[src/rtl/status_logic.sv]
// ----------------------------------------------------------------------------
// status_logic
//   Status side of a FIFO. Predicts the pointer values that the pointer block
//   registers on this edge and derives every status output from the predicted
//   level, so the flags registered here line up with the pointer registers
//   with zero cycles of lag.
//
// Parameters
//   POINTER_SIZE  address bits; depth = 2**POINTER_SIZE, pointers are +1 bit
//   AF_LEVEL      fifo_almost_full when level >= AF_LEVEL (AF_LEVEL <= depth)
//   AE_LEVEL      fifo_almost_empty when level <= AE_LEVEL (AE_LEVEL < AF_LEVEL)
//
// Ports
//   clk, rst_n           clock (rising edge), asynchronous active-low reset
//   wr, rd               raw requests, used only to detect overflow/underflow
//   fifo_wr, fifo_rd     gated strobes from the pointer block
//   wptr, rptr           pointers, MSB is the wrap bit
//   err_clr              clears the sticky error flags
//   fifo_full/empty      level == depth / level == 0
//   fifo_almost_full/empty  threshold flags
//   fifo_level           entries held, 0..depth
//   fifo_overflow        sticky: write requested while full
//   fifo_underflow       sticky: read requested while empty
//   fifo_peak            (FIFO_PEAK_LEVEL_EN only) highest level since reset
//                        or err_clr
//
// Build option
//   FIFO_PEAK_LEVEL_EN   define to add the fifo_peak output and its register
// ----------------------------------------------------------------------------
module status_logic #(
    parameter int unsigned POINTER_SIZE = 4,
    parameter int unsigned AF_LEVEL     = 14,
    parameter int unsigned AE_LEVEL     = 2
) (
    input  logic                  clk,
    input  logic                  rst_n,
    input  logic                  wr,
    input  logic                  rd,
    input  logic                  fifo_wr,
    input  logic                  fifo_rd,
    input  logic [POINTER_SIZE:0] wptr,
    input  logic [POINTER_SIZE:0] rptr,
    input  logic                  err_clr,
    output logic                  fifo_full,
    output logic                  fifo_empty,
    output logic                  fifo_almost_full,
    output logic                  fifo_almost_empty,
    output logic [POINTER_SIZE:0] fifo_level,
    output logic                  fifo_overflow,
`ifdef FIFO_PEAK_LEVEL_EN
    output logic [POINTER_SIZE:0] fifo_peak,
`endif
    output logic                  fifo_underflow
);

    localparam int unsigned PTR_W = POINTER_SIZE + 1;
    localparam int unsigned IDX_W = POINTER_SIZE;

    // Predicted pointers and level after this edge
    logic [PTR_W-1:0] nw;
    logic [PTR_W-1:0] nr;
    logic [PTR_W-1:0] nlev;

    logic             full_d,  full_q;
    logic             empty_d, empty_q;
    logic             af_d,    af_q;
    logic             ae_d,    ae_q;
    logic [PTR_W-1:0] level_d, level_q;
    logic             ovf_d,   ovf_q;
    logic             unf_d,   unf_q;
`ifdef FIFO_PEAK_LEVEL_EN
    logic [PTR_W-1:0] peak_d,  peak_q;
`endif

    // Pointer prediction mirrors the pointer block: write wins when both strobe
    always_comb begin
        nw   = wptr + PTR_W'(fifo_wr);
        nr   = rptr + PTR_W'(fifo_rd & ~fifo_wr);
        nlev = nw - nr;
    end

    // Next-state status, all derived from the predicted pointers/level
    always_comb begin
        full_d  = (nw[IDX_W] != nr[IDX_W]) && (nw[IDX_W-1:0] == nr[IDX_W-1:0]);
        empty_d = (nw == nr);
        af_d    = (nlev >= PTR_W'(AF_LEVEL));
        ae_d    = (nlev <= PTR_W'(AE_LEVEL));
        level_d = nlev;
        // A new error takes precedence over a simultaneous clear
        ovf_d   = (wr & full_q)  | (ovf_q & ~err_clr);
        unf_d   = (rd & empty_q) | (unf_q & ~err_clr);
    end

`ifdef FIFO_PEAK_LEVEL_EN
    // Peak tracks the running maximum; err_clr restarts it from the current level
    always_comb begin
        peak_d = peak_q;
        if (err_clr) begin
            peak_d = nlev;
        end else if (nlev > peak_q) begin
            peak_d = nlev;
        end
    end
`endif

    // Status registers
    always_ff @(posedge clk or negedge rst_n) begin
        if (!rst_n) begin
            full_q  <= 1'b0;
            empty_q <= 1'b1;
            af_q    <= 1'b0;
            ae_q    <= 1'b1;
            level_q <= '0;
            ovf_q   <= 1'b0;
            unf_q   <= 1'b0;
        end else begin
            full_q  <= full_d;
            empty_q <= empty_d;
            af_q    <= af_d;
            ae_q    <= ae_d;
            level_q <= level_d;
            ovf_q   <= ovf_d;
            unf_q   <= unf_d;
        end
    end

`ifdef FIFO_PEAK_LEVEL_EN
    always_ff @(posedge clk or negedge rst_n) begin
        if (!rst_n) begin
            peak_q <= '0;
        end else begin
            peak_q <= peak_d;
        end
    end

    assign fifo_peak = peak_q;
`endif

    assign fifo_full         = full_q;
    assign fifo_empty        = empty_q;
    assign fifo_almost_full  = af_q;
    assign fifo_almost_empty = ae_q;
    assign fifo_level        = level_q;
    assign fifo_overflow     = ovf_q;
    assign fifo_underflow    = unf_q;

endmodule

[config.mk]
export PLATFORM = sky130hd
export DESIGN_NAME = status_logic
export DESIGN_NICKNAME = d
export VERILOG_FILES = /design/src/rtl/status_logic.sv
export SDC_FILE = /design/constraint.sdc
export NUM_CORES = 1
export LEC_CHECK = 0
export ABC_AREA = 0
export ABC_CLOCK_PERIOD_IN_PS = 800
export BUFFER_PORTS_ARGS = -buffer_cell sky130_fd_sc_hd__buf_2
export CAP_MARGIN = 20
export CELL_PAD_IN_SITES_DETAIL_PLACEMENT = 1
export CELL_PAD_IN_SITES_GLOBAL_PLACEMENT = 1
export CORE_MARGIN = 3
export CORE_UTILIZATION = 33
export CTS_BUF_LIST = sky130_fd_sc_hd__clkbuf_8
export DETAILED_ROUTE_END_ITERATION = 8
export PLACE_DENSITY_LB_ADDON = 0.1
export SKIP_CTS_REPAIR_TIMING = 1
export SYNTH_ARGS = -nofsm -noshare
export SYNTH_HDL_FRONTEND = slang
export SYNTH_SLANG_ARGS = --single-unit
[constraint.sdc]
create_clock -name clk -period 0.8 [get_ports clk]
set_clock_uncertainty 0.1 [all_clocks]
set_input_delay 0.16 -clock clk [delete_from_list [all_inputs] [get_ports clk]]
set_output_delay 0.16 -clock clk [all_outputs]
set_load 0.02 [all_outputs]
# After elaboration in Yosys (flattened, before gate mapping)
# Cells that the tools add are included.
[word_totals]
register_bits = 11
word_cells = 25
[classes]
addsub = 3
n_lt_le_gt_ge = 2
n_eq_ne = 3
n_bitwise = 9
reduce_logical = 1
[op_table]
columns = ["op", "n"]
rows = [
  ["adder 5 x 1 -> 5 bit", 1],
  ["adder 5 bit", 1],
  ["AND 1 x 5 -> 5 bit", 1],
  ["equality test 5 bit", 1],
  ["greater-or-equal comparator 5 x 4 -> 1 bit, second input constant", 1],
  ["<= comparator 5 x 2 -> 1 bit, second input constant", 1],
  ["inverter 1 -> 5 bit", 1],
  ["subtractor 5 bit", 1],
  ["AND 1 bit", 4],
  ["equality test 4 bit", 1],
  ["bitwise OR 1 bit", 2],
  ["logical AND 1 bit", 1],
  ["!= test 1 bit", 1],
  ["inverter 1 bit", 1],
]

# Logic depth before layout (Yosys ltp)
# Gate-level depths: netlist of run 1.
[logic_depth]
word_depth = 5
depth_mapped = 9

# Worst setup path before layout of run 1
# No wires, ideal clock.
[synth_timing]
kind = "input-to-reg"
start = "input port fifo_rd"
end = "register ae_q, in the netlist fifo_almost_empty"
setup_time_ps = 105
t_arrival_ps = 1969
path_slack_ps = -1374
path_stages = 8
n_path_buf = 0
cell_sequence = "nor2b_1 -> ha_1 -> ha_1 -> fa_1 -> or2b_2 -> o21ai_2 -> xnor2_1 -> a2111oi_2"
[synth_between]
elab_chain_cells = 4
[synth_rtl]
columns = ["item", "line_no", "text"]
rows = [
  ["start, declared", "40", "input logic fifo_rd,"],
  ["AND 1 x 5 -> 5 bit", "78", "nr = rptr + PTR_W'(fifo_rd & ~fifo_wr);"],
  ["adder 5 bit", "78", ""],
  ["subtractor 5 bit", "79", "nlev = nw - nr;"],
  ["via level_d[4]", "68", "logic [PTR_W-1:0] level_d, level_q;"],
  ["<= comparator 5 x 2 -> 1 bit", "87", "ae_d = (nlev <= PTR_W'(AE_LEVEL));"],
  ["via ae_d", "67", "logic ae_d, ae_q;"],
  ["end signal, assigned", "112", "ae_q <= 1'b1;"],
  ["end signal, assigned", "120", "ae_q <= ae_d;"],
  ["end, declared", "67", ""],
]
# The timed path passes the listed nets, and every way through them passes these cells.

# Worst setup path after layout of run 1
[layout_timing]
start = "input port fifo_wr"
end = "register ae_q, in the netlist fifo_almost_empty"
[layout_between]
elab_chain_cells = 5
elab_cells_between_ends = 6
classes_between = "3 x add/sub; 1 x order compare; 2 x bitwise"
[layout_rtl]
columns = ["item", "line_no", "text"]
rows = [
  ["start, declared", "39", "input logic fifo_wr,"],
  ["inverter 1 -> 5 bit", "78", ""],
  ["AND 1 x 5 -> 5 bit", "78", ""],
  ["adder 5 bit", "78", ""],
  ["subtractor 5 bit (*)", "79", ""],
  ["via level_d[4]", "68", ""],
  ["<= comparator 5 x 2 -> 1 bit (*)", "87", ""],
  ["via ae_d", "67", ""],
]
# The timed path passes the listed nets; every way through them passes the cells marked *.

==> impl_metrics.json, run 1 <==
{
  "peakVddDrop_v": 0.00165,
  "die_y_um": 51.5,
  "power.share.combinational": 0.512,
  "cell_at_the_root_of_the_clock_tree": "clkbuf_8",
  "p_leak_nw": 0.565,
  "synth_flop_cell": "dfrtp_1",
  "synth-async-reset-ratio": 1.00,
  "critPathCaptureType": "flip-flop",
  "synth_top_area_share": 0.329,
  "cts_tree": "yes",
  "mappedNetlistArea_sq_um": 684,
  "clkLatencyLatePin_ns": 0.24,
  "gp_congestion": 0.772,
  "drt_drc_violations_left": 0,
  "synth_seq_area_share": 0.406,
  "design.die.area_sq_mm": 0.00266,
  "met3_wl_post_dr_um": 120,
  "post_synth_main_area_contributors": "dfrtp_1 (33%), ha_1 (15%), dfstp_2 (7.7%)",
  "cts_buffer_count": 3,
  "longest_clk_path_bufs": 2,
  "worstPathArrival_ns": 1.96,
  "p_switching_mw": 0.935,
  "worst-path-max-fanout": 3,
  "rows": 15,
  "clock-sinks": 11,
  "ys_top_cells_by_count": "dfrtp_1 (9), ha_1 (8), inv_1 (8), nand3_1 (4), xnor2_1 (4)",
  "synth_cells": 60,
  "share_clk_of_total_power": 0.212,
  "violations": "setup timing",
  "area_growth_syn_to_layout_pct": 89.4,
  "port_buffers": 27,
  "yosysTopAreaCell": "dfrtp_1",
  "maximum_number_of_pins_on_one_net_before_global_route_repair": 12,
  "post-dp-hpwl_um": 1510,
  "detailedPlace.worstSlack_ns": -1.39,
  "final.setup.worst_slack_ns": -1.11,
  "grt_antenna_before_repair": 0,
  "synth_cell_types": 21,
  "power_frac_seq": 0.276,
  "ys_seq_elements": 11,
  "fin_crit_ns": 1.91,
  "syn_area_per_cell_sq_um": 11.4,
  "number_of_flops_mapped_to_enable_cells_by_yosys": 0,
  "startpoint_type": "input pin",
  "fp.dieW_um": 51.5,
  "vias_per_cell": 4.74,
  "wl_met2_um": 1220,
  "worst_setup_hold_path_clk_slew_ns": 0.05,
  "route.vias.total": 597,
  "max_slew.worst_pin.slew_ns": 0.396,
  "dr.max_layer_used": "met4",
  "max_cap_viol_count": 0,
  "worst-endpoint-required_ns": 0.85,
  "outcome": "finished, violations left",
  "io_pins": 28,
  "initial_core_util": 0.372,
  "core-area_sq_mm": 0.00184,
  "min_path_type": "input pin to flip-flop",
  "warnings_from_yosys": 0,
  "slew-limit-headroom": 0.735,
  "report.final.hold_viol_count": 0,
  "yosys.cell_count.top_type": "dfrtp_1",
  "fmax_ghz": 0.522,
  "first_global_vias": 621,
  "global_route.usage.total": 0.156,
  "layout.nets": 128,
  "cts_max_level": 1,
  "final_count_of_negative_setup_slack_endpoints": 21,
  "globalRoute.totalOverflow": 0,
  "internal-power_mw": 1.76,
  "power.switching_fraction": 0.347,
  "detail_route.wirelength.met1_um": 712,
  "initialDrtViolationCount": 5,
  "timing_max_transition_violations_final": 0,
  "power_per_cell_area_mw_per_mm2": 2080,
  "grt_first_pass_wirelength_um": 2840,
  "rsz0062_at_grt": "yes",
  "drt-total-wl_um": 2140,
  "syn-num-nets": 86,
  "setup_total_negative_slack_ns": -9.89,
  "route.detailed.wl_per_inst_um": 17.0,
  "setup.worst_path.class": "input pin to flip-flop",
  "first_pass_iters": 2,
  "min_period_over_period": 2.39,
  "final_layout_size_suffix_gt1_frac": 0.703,
  "antenna_diode_count": 0,
  "number_of_antenna_violating_nets_in_the_routed_design": 0
}
[cell type report]
cell class	count	area, sq um
clock buffer	3	41.3
clock inverter	1	5.00
fill	185	543
inverter	8	30.0
multi-input combinational	41	586
sequential	11	278
tap	25	31.3
timing repair buffer	37	325
[per-layer routing]
metal | up-vias | global-route usage
met5 | - | 0
met4 | 0 | 0.105
met3 | 8 | 0.0487
met2 | 20 | 0.252
met1 | 286 | 0.176
li1 | 283 | -
[critical path, stage by stage]
cell	delay [ns]
buf_8	0.10
nor2b_4	0.11
ha_4	0.16
nand3_2	0.07
xor2_1	0.17
ha_1	0.34
or2b_4	0.30
o21ai_4	0.18
xnor2_4	0.10
a2111oi_4	0.27
[through the flow]
step	total power, mW	std cells	util	area, sq um	hold slack (ns)
2_1_floorplan	1.30	60	-	779	-0.236
3_3_place_gp	1.67	120	0.554	1020	-0.0706
3_5_place_dp	1.70	120	0.554	1020	-0.0549
4_1_cts	2.29	124	0.579	1060	-0.315
5_1_grt	2.87	126	0.705	1300	0.0196
6_report	2.69	126	0.705	1300	0.0171
[flip-flops by register name, indices dropped and copies added (netlist names)]
| register | flops |
|---|---|
| fifo_almost_empty | 1 |
| fifo_almost_full | 1 |
| fifo_empty | 1 |
| fifo_full | 1 |
| fifo_level | 5 |
| fifo_overflow | 1 |
| fifo_underflow | 1 |
[power groups by stage]
stage / Clock [mW] / Combinational (mW) / Sequential [mW]
CTS: 0.587 / 0.984 / 0.716
global route: 0.628 / 1.48 / 0.758
floorplan: 0 / 0.419 / 0.882
finish: 0.572 / 1.38 / 0.743
global placement: 0 / 0.944 / 0.722
detailed placement: 0 / 0.978 / 0.725
[final timing paths]
path,startpoint,slack [ns],depth (start not counted),to
max,fifo_wr,-1.11,10,fifo_almost_empty$_DFF_PN1_
min,err_clr,0.02,2,fifo_underflow$_DFF_PN0_
max reg2reg,fifo_empty$_DFF_PN1_,0,2,fifo_underflow$_DFF_PN0_
min reg2reg,fifo_empty$_DFF_PN1_,0.40,2,fifo_underflow$_DFF_PN0_
max in group asynchronous,rst_n,0.10,2,fifo_empty$_DFF_PN1_
min in group asynchronous,rst_n,0.23,2,fifo_level[2]$_DFF_PN0_
[cell families (layout without fill, tap and decap cells)]
family / Yosys count / in the layout / synth area share
AOI/OAI and AO/OA: 8 / 8 / 0.0896
xor gates and xnor gates: 11 / 11 / 0.185
adders and majority gates: 9 / 9 / 0.176
buffers and inverters: 8 / 49 / 0.0439
DFF: 11 / 11 / 0.406
and+or+nand+nor: 13 / 13 / 0.101
[cells in the final DEF (no fill, tap or decap), types with 2 or more instances in the layout]
master,count
a21oi_2,2
nand2_1,2
dfrtp_1,9
nand3_1,3
buf_2,14
xnor2_4,4
clkbuf_8,3
inv_2,4
ha_1,2
buf_6,16
xnor2_1,2
xor2_1,2
inv_1,4
ha_4,6
dfstp_2,2
buf_4,4
o21ai_2,3
(Power assumes the default switching activity.)
==> run 2: changes to the inputs <==
--- a/config.mk
+++ b/config.mk
@@ -12,11 +12,12 @@
 export CELL_PAD_IN_SITES_DETAIL_PLACEMENT = 1
 export CELL_PAD_IN_SITES_GLOBAL_PLACEMENT = 1
 export CORE_MARGIN = 3
-export CORE_UTILIZATION = 33
-export CTS_BUF_LIST = sky130_fd_sc_hd__clkbuf_8
+export CORE_UTILIZATION = 31
+export CTS_BUF_LIST = sky130_fd_sc_hd__clkbuf_16
 export DETAILED_ROUTE_END_ITERATION = 8
 export PLACE_DENSITY_LB_ADDON = 0.1
 export SKIP_CTS_REPAIR_TIMING = 1
+export SLEW_MARGIN = 10
 export SYNTH_ARGS = -nofsm -noshare
 export SYNTH_HDL_FRONTEND = slang
 export SYNTH_SLANG_ARGS = --single-unit
==> impl_metrics.json, run 2 (same netlist as run 1, synthesis figures left out) <==
{
  "slowest_delay_ns": 0.36,
  "critPathSlowestCell": "fa_2",
  "r2r_end": "fifo_overflow$_DFF_PN0_",
  "startpoint_type": "input pin",
  "power_per_cell_area_mw_per_mm2": 2220,
  "worst-path-max-fanout": 3,
  "timing.hold.worst.start": "err_clr",
  "p_leak_nw": 0.609,
  "design.die.area_sq_mm": 0.00281,
  "timing_max_transition_violations_final": 0,
  "report.final.hold_viol_count": 0,
  "reg2reg_setup_slack_ns": -0.02,
  "grt_first_pass_wirelength_um": 2690,
  "final_common_cell": "buf_6",
  "slew-limit-headroom": 0.725,
  "rsz0062_at_grt": "yes",
  "cts_tree": "yes",
  "min_period_over_period": 2.43,
  "setup_total_negative_slack_ns": -10.32,
  "clock-sinks": 11,
  "wl_met2_um": 1180,
  "outcome": "finished, violations left",
  "final_layout_size_suffix_gt1_frac": 0.743,
  "initialDrtViolationCount": 5,
  "min_path_type": "input pin to flip-flop",
  "rows": 16,
  "worstPathArrival_ns": 1.98,
  "setup.worst_path.class": "input pin to flip-flop",
  "drt_drc_violations_left": 0,
  "grt_antenna_before_repair": 0,
  "vias_per_cell": 4.57,
  "fin_crit_ns": 1.95,
  "max_ffs_per_register": 5,
  "max_cap_viol_count": 0,
  "final_cell_mix": "buf_6 (17), buf_2 (14), dfrtp_1 (9)",
  "first_pass_iters": 3,
  "die_y_um": 53.0,
  "dr.max_layer_used": "met4",
  "first_global_vias": 589,
  "final_count_of_negative_setup_slack_endpoints": 22,
  "area_growth_syn_to_layout_pct": 103,
  "peakVddDrop_v": 0.00225,
  "post-dp-hpwl_um": 1280,
  "detailedPlace.worstSlack_ns": -1.39,
  "clkLatencyLatePin_ns": 0.24,
  "critPathCaptureType": "flip-flop",
  "layout.nets": 132,
  "globalRoute.totalOverflow": 0,
  "max_slew.worst_pin.slew_ns": 0.410,
  "cell_at_the_root_of_the_clock_tree": "clkbuf_16",
  "core-area_sq_mm": 0.00202,
  "number_of_antenna_violating_nets_in_the_routed_design": 0,
  "worst_hold_path.endpoint": "fifo_overflow$_DFF_PN0_",
  "detail_route.wirelength.met1_um": 911,
  "cts_max_level": 1,
  "finish.utilization": 0.688,
  "worstReg2RegStart": "fifo_full$_DFF_PN0_",
  "longest_clk_path_bufs": 2,
  "met3_wl_post_dr_um": 104,
  "worst_setup_hold_path_clk_slew_ns": 0.04,
  "fmax_ghz": 0.514,
  "route.detailed.wl_per_inst_um": 16.8,
  "r2r_cells": 3,
  "maximum_number_of_pins_on_one_net_before_global_route_repair": 12,
  "io_pins": 28,
  "initial_core_util": 0.338,
  "worstPathCellList": "buf_8 -> ha_2 -> ha_4 -> inv_1 -> fa_2 -> or2b_4 -> o21ai_4 -> xnor2_4 -> a2111oi_4",
  "port_buffers": 27,
  "global_route.usage.total": 0.139,
  "fp.dieW_um": 53.0,
  "gp_congestion": 0.773,
  "route.vias.total": 603,
  "hold_slack_ns": 0.0277,
  "antenna_diode_count": 0,
  "violations": "setup timing",
  "cts_buffer_count": 3,
  "holdPathStages": 2,
  "drt-total-wl_um": 2210,
  "worst-endpoint-required_ns": 0.84,
  "final.setup.worst_slack_ns": -1.15
}
-- run 2: metal layers --
metal  global-route usage  vias to the layer above
li1                     -                      287
met1                0.172                      296
met2                0.219                       18
met3               0.0592                        2
met4               0.0383                        0
met5                    0                        -
-- run 2: metrics by stage --
stage	cell area, sq um	power, mW	cells
after floorplan	779	1.30	60
after global placement	1010	1.66	121
after detailed placement	1010	1.67	121
after CTS	1090	2.60	125
after global routing	1390	3.25	132
final	1390	3.09	132
-- run 2: power breakdown --
part | total [mW] | switching [mW] | internal, mW
combinational | 1.44 | 0.675 | 0.761
clock | 0.903 | 0.247 | 0.656
sequential | 0.753 | 0.0663 | 0.687
-- run 2: area by class of cell --
class,instances,area [sq um]
inverters,8,30.0
repair buffers,41,359
flip-flops and latches,11,278
well taps,27,33.8
clock buffers,3,75.1
clock inverters,1,3.75
multi-input cells,41,611
fillers,190,632
-- run 2: worst max path at each step --
| stage | startpoint | end | slack [ns] | cells past startpoint |
|---|---|---|---|---|
| 4_1_cts | fifo_rd | fifo_almost_empty$_DFF_PN1_ | -1.17 | 9 |
| 3_5_place_dp | fifo_rd | fifo_almost_empty$_DFF_PN1_ | -1.39 | 9 |
| 5_1_grt | fifo_wr | fifo_almost_empty$_DFF_PN1_ | -1.20 | 10 |
| 2_1_floorplan | fifo_rd | fifo_almost_empty$_DFF_PN1_ | -1.18 | 8 |
| 3_3_place_gp | fifo_rd | fifo_almost_empty$_DFF_PN1_ | -1.31 | 9 |
| 6_report | fifo_wr | fifo_almost_empty$_DFF_PN1_ | -1.15 | 9 |
-- run 2: worst max-delay path, delay by kind of cell --
kind / cells / cell delay (ns)
simple gates: 1 / 0.27
fa+ha+maj: 3 / 0.83
buf+inv: 2 / 0.15
xor+xnor: 1 / 0.10
compound gates: 2 / 0.47
